## config.mk

```make
export PLATFORM = sky130hd
export DESIGN_NAME = teclado_cajero
export DESIGN_NICKNAME = d
export VERILOG_FILES = /design/src/rtl/cajero_pkg.sv /design/src/rtl/antirrebote_tecla.sv /design/src/rtl/teclado_cajero.sv
export SDC_FILE = /design/constraint.sdc
export NUM_CORES = 1
export LEC_CHECK = 0
export CAP_MARGIN = 20
export CORE_MARGIN = 3
export CORE_UTILIZATION = 50
export DETAILED_ROUTE_END_ITERATION = 6
export GPL_TIMING_DRIVEN = 0
export PLACE_DENSITY = 0.71
export SKIP_CTS_REPAIR_TIMING = 1
export SKIP_LAST_GASP = 1
export SYNTH_ARGS = -nofsm -noshare
export SYNTH_HDL_FRONTEND = slang
export SYNTH_SLANG_ARGS = --single-unit
```

## constraint.sdc

```tcl
create_clock -name CLK -period 3.9 [get_ports CLK]
set_input_delay 0.78 -clock CLK [delete_from_list [all_inputs] [get_ports CLK]]
set_output_delay 0.78 -clock CLK [all_outputs]
set_load 0.01 [all_outputs]
```

## src/rtl/cajero_pkg.sv

```systemverilog
// Shared definitions between the ATM keypad front-end and the transaction controller:
// key codes, debounce state encoding and the amount width.
package cajero_pkg;

   localparam int unsigned ANCHO_MONTO = 32;

   localparam logic [3:0] TECLA_ENTER  = 4'hA;
   localparam logic [3:0] TECLA_BORRAR = 4'hB;

   typedef enum logic [1:0] {
      LIBRE             = 2'd0,
      FILTRO_PRESION    = 2'd1,
      PRESIONADA        = 2'd2,
      FILTRO_LIBERACION = 2'd3
   } estado_antirrebote_t;

   function automatic logic es_digito(input logic [3:0] codigo);
      return (codigo <= 4'd9);
   endfunction

endpackage

```

## src/rtl/antirrebote_tecla.sv

```systemverilog
// Debounce FSM for the keypad: filters press and release, and flags a key
// as accepted for exactly one cycle, ending at the acceptance edge.
module antirrebote_tecla
   import cajero_pkg::*;
#(
   parameter int unsigned DEBOUNCE_CICLOS = 4
) (
   input  logic       clk,
   input  logic       reset,
   input  logic       tecla_valida,
   input  logic [3:0] tecla,
   output logic       tecla_aceptada,
   output logic [3:0] tecla_codigo
);

   localparam logic [3:0] ULTIMA_MUESTRA = 4'(DEBOUNCE_CICLOS - 1);

   estado_antirrebote_t estado, estado_sig;
   logic [3:0]          contador, contador_sig;
   logic [3:0]          codigo, codigo_sig;

   always_ff @(posedge clk) begin
      if (reset) begin
         estado   <= LIBRE;
         contador <= 4'd0;
         codigo   <= 4'd0;
      end else begin
         estado   <= estado_sig;
         contador <= contador_sig;
         codigo   <= codigo_sig;
      end
   end

   // The counter holds the number of stable samples already seen, so the
   // N-th sample is the one that finds it at N-1.
   always_comb begin
      estado_sig     = estado;
      contador_sig   = contador;
      codigo_sig     = codigo;
      tecla_aceptada = 1'b0;
      case (estado)
         LIBRE: begin
            if (tecla_valida) begin
               estado_sig   = FILTRO_PRESION;
               codigo_sig   = tecla;
               contador_sig = 4'd1;
            end
         end
         FILTRO_PRESION: begin
            if (!tecla_valida) begin
               estado_sig   = LIBRE;
               contador_sig = 4'd0;
            end else if (tecla != codigo) begin
               codigo_sig   = tecla;
               contador_sig = 4'd1;
            end else if (contador == ULTIMA_MUESTRA) begin
               estado_sig     = PRESIONADA;
               contador_sig   = 4'd0;
               tecla_aceptada = 1'b1;
            end else begin
               contador_sig = contador + 4'd1;
            end
         end
         PRESIONADA: begin
            if (!tecla_valida) begin
               estado_sig   = FILTRO_LIBERACION;
               contador_sig = 4'd1;
            end
         end
         FILTRO_LIBERACION: begin
            if (tecla_valida) begin
               estado_sig   = PRESIONADA;
               contador_sig = 4'd0;
            end else if (contador == ULTIMA_MUESTRA) begin
               estado_sig   = LIBRE;
               contador_sig = 4'd0;
            end else begin
               contador_sig = contador + 4'd1;
            end
         end
         default: begin
            estado_sig   = LIBRE;
            contador_sig = 4'd0;
         end
      endcase
   end

   assign tecla_codigo = codigo;

endmodule

```

## src/rtl/teclado_cajero.sv

```systemverilog
// Keypad front-end for the ATM controller: PIN digits are forwarded one by one,
// amount digits are accumulated in binary and committed on ENTER.
module teclado_cajero
   import cajero_pkg::*;
#(
   parameter int unsigned DEBOUNCE_CICLOS   = 4,
   parameter int unsigned MAX_DIGITOS_MONTO = 9
) (
   input  logic                   CLK,
   input  logic                   RESET,
   input  logic                   TECLA_VALIDA,
   input  logic [3:0]             TECLA,
   input  logic                   MODO_MONTO,
   output logic [3:0]             DIGITO,
   output logic                   DIGITO_STB,
   output logic [ANCHO_MONTO-1:0] MONTO,
   output logic                   MONTO_STB,
   output logic                   MONTO_DESBORDE,
   output logic [3:0]             NUM_DIGITOS
);

   localparam logic [3:0] LIMITE_DIGITOS = 4'(MAX_DIGITOS_MONTO);

   logic                   tecla_aceptada;
   logic [3:0]             tecla_codigo;
   logic [ANCHO_MONTO-1:0] acumulador;
   logic [ANCHO_MONTO+3:0] acumulador_ext;
   logic [ANCHO_MONTO+3:0] acumulado_sig;

   antirrebote_tecla #(
      .DEBOUNCE_CICLOS(DEBOUNCE_CICLOS)
   ) u_antirrebote (
      .clk           (CLK),
      .reset         (RESET),
      .tecla_valida  (TECLA_VALIDA),
      .tecla         (TECLA),
      .tecla_aceptada(tecla_aceptada),
      .tecla_codigo  (tecla_codigo)
   );

   // acc*10 + d as (acc<<3)+(acc<<1)+d, kept 4 bits wider than the amount.
   assign acumulador_ext = {4'd0, acumulador};
   assign acumulado_sig  = (acumulador_ext << 3) + (acumulador_ext << 1)
                         + {{ANCHO_MONTO{1'b0}}, tecla_codigo};

   always_ff @(posedge CLK) begin
      if (RESET) begin
         DIGITO         <= 4'd0;
         DIGITO_STB     <= 1'b0;
         MONTO          <= '0;
         MONTO_STB      <= 1'b0;
         MONTO_DESBORDE <= 1'b0;
         NUM_DIGITOS    <= 4'd0;
         acumulador     <= '0;
      end else begin
         DIGITO_STB <= 1'b0;
         MONTO_STB  <= 1'b0;
         // PIN mode keeps the amount path cleared, which also handles 1->0 switches.
         if (!MODO_MONTO) begin
            acumulador     <= '0;
            NUM_DIGITOS    <= 4'd0;
            MONTO_DESBORDE <= 1'b0;
            if (tecla_aceptada && es_digito(tecla_codigo)) begin
               DIGITO     <= tecla_codigo;
               DIGITO_STB <= 1'b1;
            end
         end else if (tecla_aceptada) begin
            if (es_digito(tecla_codigo)) begin
               if (NUM_DIGITOS < LIMITE_DIGITOS) begin
                  acumulador  <= acumulado_sig[ANCHO_MONTO-1:0];
                  NUM_DIGITOS <= NUM_DIGITOS + 4'd1;
               end else begin
                  MONTO_DESBORDE <= 1'b1;
               end
            end else if (tecla_codigo == TECLA_ENTER) begin
               if (NUM_DIGITOS != 4'd0) begin
                  MONTO          <= acumulador;
                  MONTO_STB      <= 1'b1;
                  acumulador     <= '0;
                  NUM_DIGITOS    <= 4'd0;
                  MONTO_DESBORDE <= 1'b0;
               end
            end else if (tecla_codigo == TECLA_BORRAR) begin
               acumulador     <= '0;
               NUM_DIGITOS    <= 4'd0;
               MONTO_DESBORDE <= 1'b0;
            end
         end
      end
   end

endmodule

```

==> impl_metrics.env <==
export IMPL_status="finished clean"
export IMPL_grt_pass1_vias=4344
export IMPL_clock_skew_ns=0.0165
export IMPL_hold_viol_final=0
export IMPL_routedWlPerCell_um=14.6
export IMPL_p_per_area_nw_per_um2=259
export IMPL_cpLargestDelayFamily="compound AO/OA/AOI/OAI gates"
export IMPL_holdWs_ns=0.454
export IMPL_overflow=0
export IMPL_drive_gt1_share_pct=6.68
export IMPL_worst_setup_path_start_kind="flip-flop"
export IMPL_synth_avg_cell_area_um2=8.23
export IMPL_hpwl_um=9310
export IMPL_worstSkewPairLatency_ns=0.37
export IMPL_start_util_pct=52.0
export IMPL_dpl_cell_count=806
export IMPL_async_reset_ff_share_pct=0
export IMPL_tightestPinTransition_ns=0.581
export IMPL_setup_tns_ns=0
export IMPL_relSlewSlack_pct=61.2
export IMPL_crit_arrival_ns=3.74
export IMPL_hold_class="reg2reg"
export IMPL_ant_nets=0
export IMPL_nNetsFinal=756
export IMPL_p_clk_share_pct=40.0
export IMPL_p_sw_mw=0.389
export IMPL_ys_warn_count=0
export IMPL_worstReg2RegEnd="acumulador[26]$_SDFFE_PP0P_"
export IMPL_synth_seq_cells=85
export IMPL_cp_end_kind="flip-flop"
export IMPL_p_sw_share_pct=25.0
export IMPL_cts_htree_levels=3
export IMPL_gp_congestion=0.912
export IMPL_comb_power_share_pct=3.6
export IMPL_die_w_um=107
export IMPL_report_final_slew_viol_count=0
export IMPL_cts_sinks=85
export IMPL_seqPwrFrac_pct=56.4
export IMPL_min_period_over_period_pct=89.0
export IMPL_synth_edf_count=0
export IMPL_antenna_found_initial=0
export IMPL_vias=4533
export IMPL_r2r_start="u_antirrebote.tecla_codigo[3]$_SDFFE_PP0P_"
export IMPL_drtIter0Drc=194
export IMPL_root_buffer="clkbuf_8"
export IMPL_fp_row_count=36
export IMPL_synth_fp_nets=695
export IMPL_cp_depth=13
export IMPL_vdd_ir_drop_worst_mv=0.152
export IMPL_yosysSeqAreaShare_pct=33.2
export IMPL_cpPeakStageDelay_ns=0.54
export IMPL_reg2reg_depth=13
export IMPL_die_y_um=107
export IMPL_crit_end="acumulador[26]$_SDFFE_PP0P_"
export IMPL_power_leakage_nw=2.55
export IMPL_portBuffers=50
export IMPL_wl_um=12000
export IMPL_n_antenna_cell=0
export IMPL_crit_path_cell_trace="clkbuf_2 -> inv_1 -> fa_1 -> inv_1 -> fa_1 -> a211oi_1 -> o21bai_1 -> o221a_2 -> nor3_2 -> o31ai_2 -> a211oi_1 -> xor2_1 -> o21ai_1"
export IMPL_rrSetupSlack_ns=0.43
export IMPL_synth_cell_types=62
export IMPL_cts_tree="built"
export IMPL_critical_path_buf_inv_count=3
export IMPL_setup_violations_final=0
export IMPL_via_per_inst=5.51
export IMPL_cp_required_ns=4.16
export IMPL_clock_fmax_mhz=288
export IMPL_areaGrowthSynthToFinish_pct=16.8
export IMPL_cp_slowest_cell="fa_1"
export IMPL_fin_crit_ns=3.47
export IMPL_cp_max_fo=8
export IMPL_die_area_um2=11500
export IMPL_syn_area_um2=5130
export IMPL_rsz0062_at_grt="no"
export IMPL_crit_path_start="u_antirrebote.tecla_codigo[3]$_SDFFE_PP0P_"
export IMPL_dr_pass1_iters=5
export IMPL_drc=0
export IMPL_cap_violations=0
export IMPL_power_mw=1.55
export IMPL_placeableCoreArea_um2=9860
export IMPL_fin_cells=822
export IMPL_netlist_instances=623
export IMPL_grt_start_max_net_pins=16
export IMPL_critPathKind="reg2reg"
export IMPL_synth_ff_type="dfxtp_1"
export IMPL_num_io_pins=51
export IMPL_track_usage_pct=21.6
export IMPL_cts_buffer_depth=2
export IMPL_grt_pass1_wl_um=20200
export IMPL_p_int_mw=1.16
export IMPL_cts_buffers=9
export IMPL_cts_clk_slew_worst_paths_ns=0.09
## layout by cell type (no fill, tap or decap), types with 9 or more instances in the layout
cell type,n
ha_1,62
a21oi_1,72
dfxtp_1,85
nor2_1,47
o21ai_0,32
inv_1,18
clkbuf_8,11
a21o_1,12
o21ai_1,9
xor2_1,10
a22oi_1,16
nor3_1,9
xnor2_1,23
clkbuf_1,14
nand2_1,115
clkdlybuf4s50_1,50
## power by group through the flow
stage          sequential (mW)  clock (mW)  combinational, mW
3_5_place_dp             0.896           0             0.0560
6_report                 0.876       0.621             0.0562
3_3_place_gp             0.896           0             0.0546
4_1_cts                  0.876       0.638             0.0564
2_1_floorplan            0.894           0             0.0357
5_1_grt                  0.877       0.670             0.0619
## layout make-up
cell class                 instances  area [µm²]
tap                              133         166
buffer                            23         116
fill                             892        3880
timing repair buffer              50         500
clock inverter                     5        41.3
sequential                        85        1700
multi-input combinational        497        3240
clock buffer                      11         151
inverter                          18        67.6
## worst min-delay path, cell delays in order (launching register included)
cell     delay [ns]
dfxtp_1        0.32
nand2_1        0.05
a21oi_1        0.05
## how the worst min path moves through the flow
stage / from / depth (start not counted) / endpoint
global placement: MONTO[26]$_SDFFE_PP0P_ / 2 / MONTO[26]$_SDFFE_PP0P_
finish: MONTO[22]$_SDFFE_PP0P_ / 2 / MONTO[22]$_SDFFE_PP0P_
floorplan: acumulador[31]$_SDFFE_PP0P_ / 2 / acumulador[31]$_SDFFE_PP0P_
detailed placement: MONTO[2]$_SDFFE_PP0P_ / 2 / MONTO[2]$_SDFFE_PP0P_
global route: MONTO[3]$_SDFFE_PP0P_ / 2 / MONTO[3]$_SDFFE_PP0P_
CTS: MONTO[16]$_SDFFE_PP0P_ / 2 / MONTO[16]$_SDFFE_PP0P_
## cells in the mapped netlist (2+ instances only)
| cell | count | area share, % |
|---|---|---|
| nand2b_1 | 5 | 0.61 |
| buf_6 | 3 | 0.66 |
| nor3_2 | 3 | 0.59 |
| o22a_1 | 2 | 0.34 |
| nor3_1 | 9 | 0.88 |
| a21oi_1 | 72 | 7.0 |
| a22oi_1 | 16 | 2.3 |
| nand2_1 | 115 | 8.4 |
| o21a_1 | 7 | 1.0 |
| xnor2_1 | 23 | 3.9 |
| o31ai_1 | 2 | 0.29 |
| o21ai_1 | 9 | 0.88 |
| fa_1 | 2 | 0.78 |
| nor2b_1 | 7 | 0.85 |
| nand3_1 | 2 | 0.20 |
| inv_1 | 18 | 1.3 |
| buf_2 | 4 | 0.39 |
| or3_1 | 4 | 0.49 |
| a21o_1 | 12 | 1.8 |
| and4_1 | 2 | 0.34 |
| or2_2 | 2 | 0.24 |
| o211ai_1 | 2 | 0.29 |
| nor2_1 | 47 | 3.4 |
| mux2i_1 | 2 | 0.39 |
| and3_1 | 3 | 0.37 |
| xor2_1 | 10 | 1.7 |
| a211oi_1 | 6 | 0.88 |
| o21ai_0 | 32 | 3.1 |
| o221a_2 | 2 | 0.44 |
| o21ai_2 | 2 | 0.34 |
| clkbuf_1 | 14 | 1.0 |
| ha_1 | 62 | 15 |
| dfxtp_1 | 85 | 33 |
| clkbuf_2 | 2 | 0.20 |
| o21bai_1 | 6 | 0.88 |
| and2_1 | 3 | 0.37 |
## cell families after synthesis
group | share of synthesized area, %
buffers and inverters | 3.59
flip-flops | 33.2
XOR/XNOR | 5.64
AND/OR/NAND/NOR | 18.8
adder cells (fa/ha/maj) | 15.9
multiplexers | 0.390
AO/OA/AOI/OAI | 22.5
## routing by layer
metal | vias to the layer above | wire, µm | global-route usage (%) | part of all wire (%)
li1 | 2318 | - | - | -
met5 | - | 0 | 0 | 0
met3 | 14 | 455 | 3.30 | 3.8
met4 | 0 | 176 | 7.31 | 1.5
met2 | 78 | 5770 | 36.8 | 48
met1 | 2123 | 5600 | 28.0 | 47
## state kept, by name (all words and copies together) (netlist names), named ones only
register	flops
DIGITO	4
DIGITO_STB	1
MONTO	32
MONTO_DESBORDE	1
MONTO_STB	1
NUM_DIGITOS	4
acumulador	32
u_antirrebote.contador	4
u_antirrebote.estado	1
u_antirrebote.tecla_codigo	4
## through the flow
stage | util [%] | worst slack (ns) | instance area, µm²
floorplan | - | 0.798 | 5130
finish | 60.7 | 0.428 | 5990
detailed placement | 58.8 | 0.438 | 5800
CTS | 60.7 | 0.416 | 5990
global placement | 58.8 | 0.487 | 5800
global route | 60.7 | 0.204 | 5990
Power figures use the tool's default switching activity.
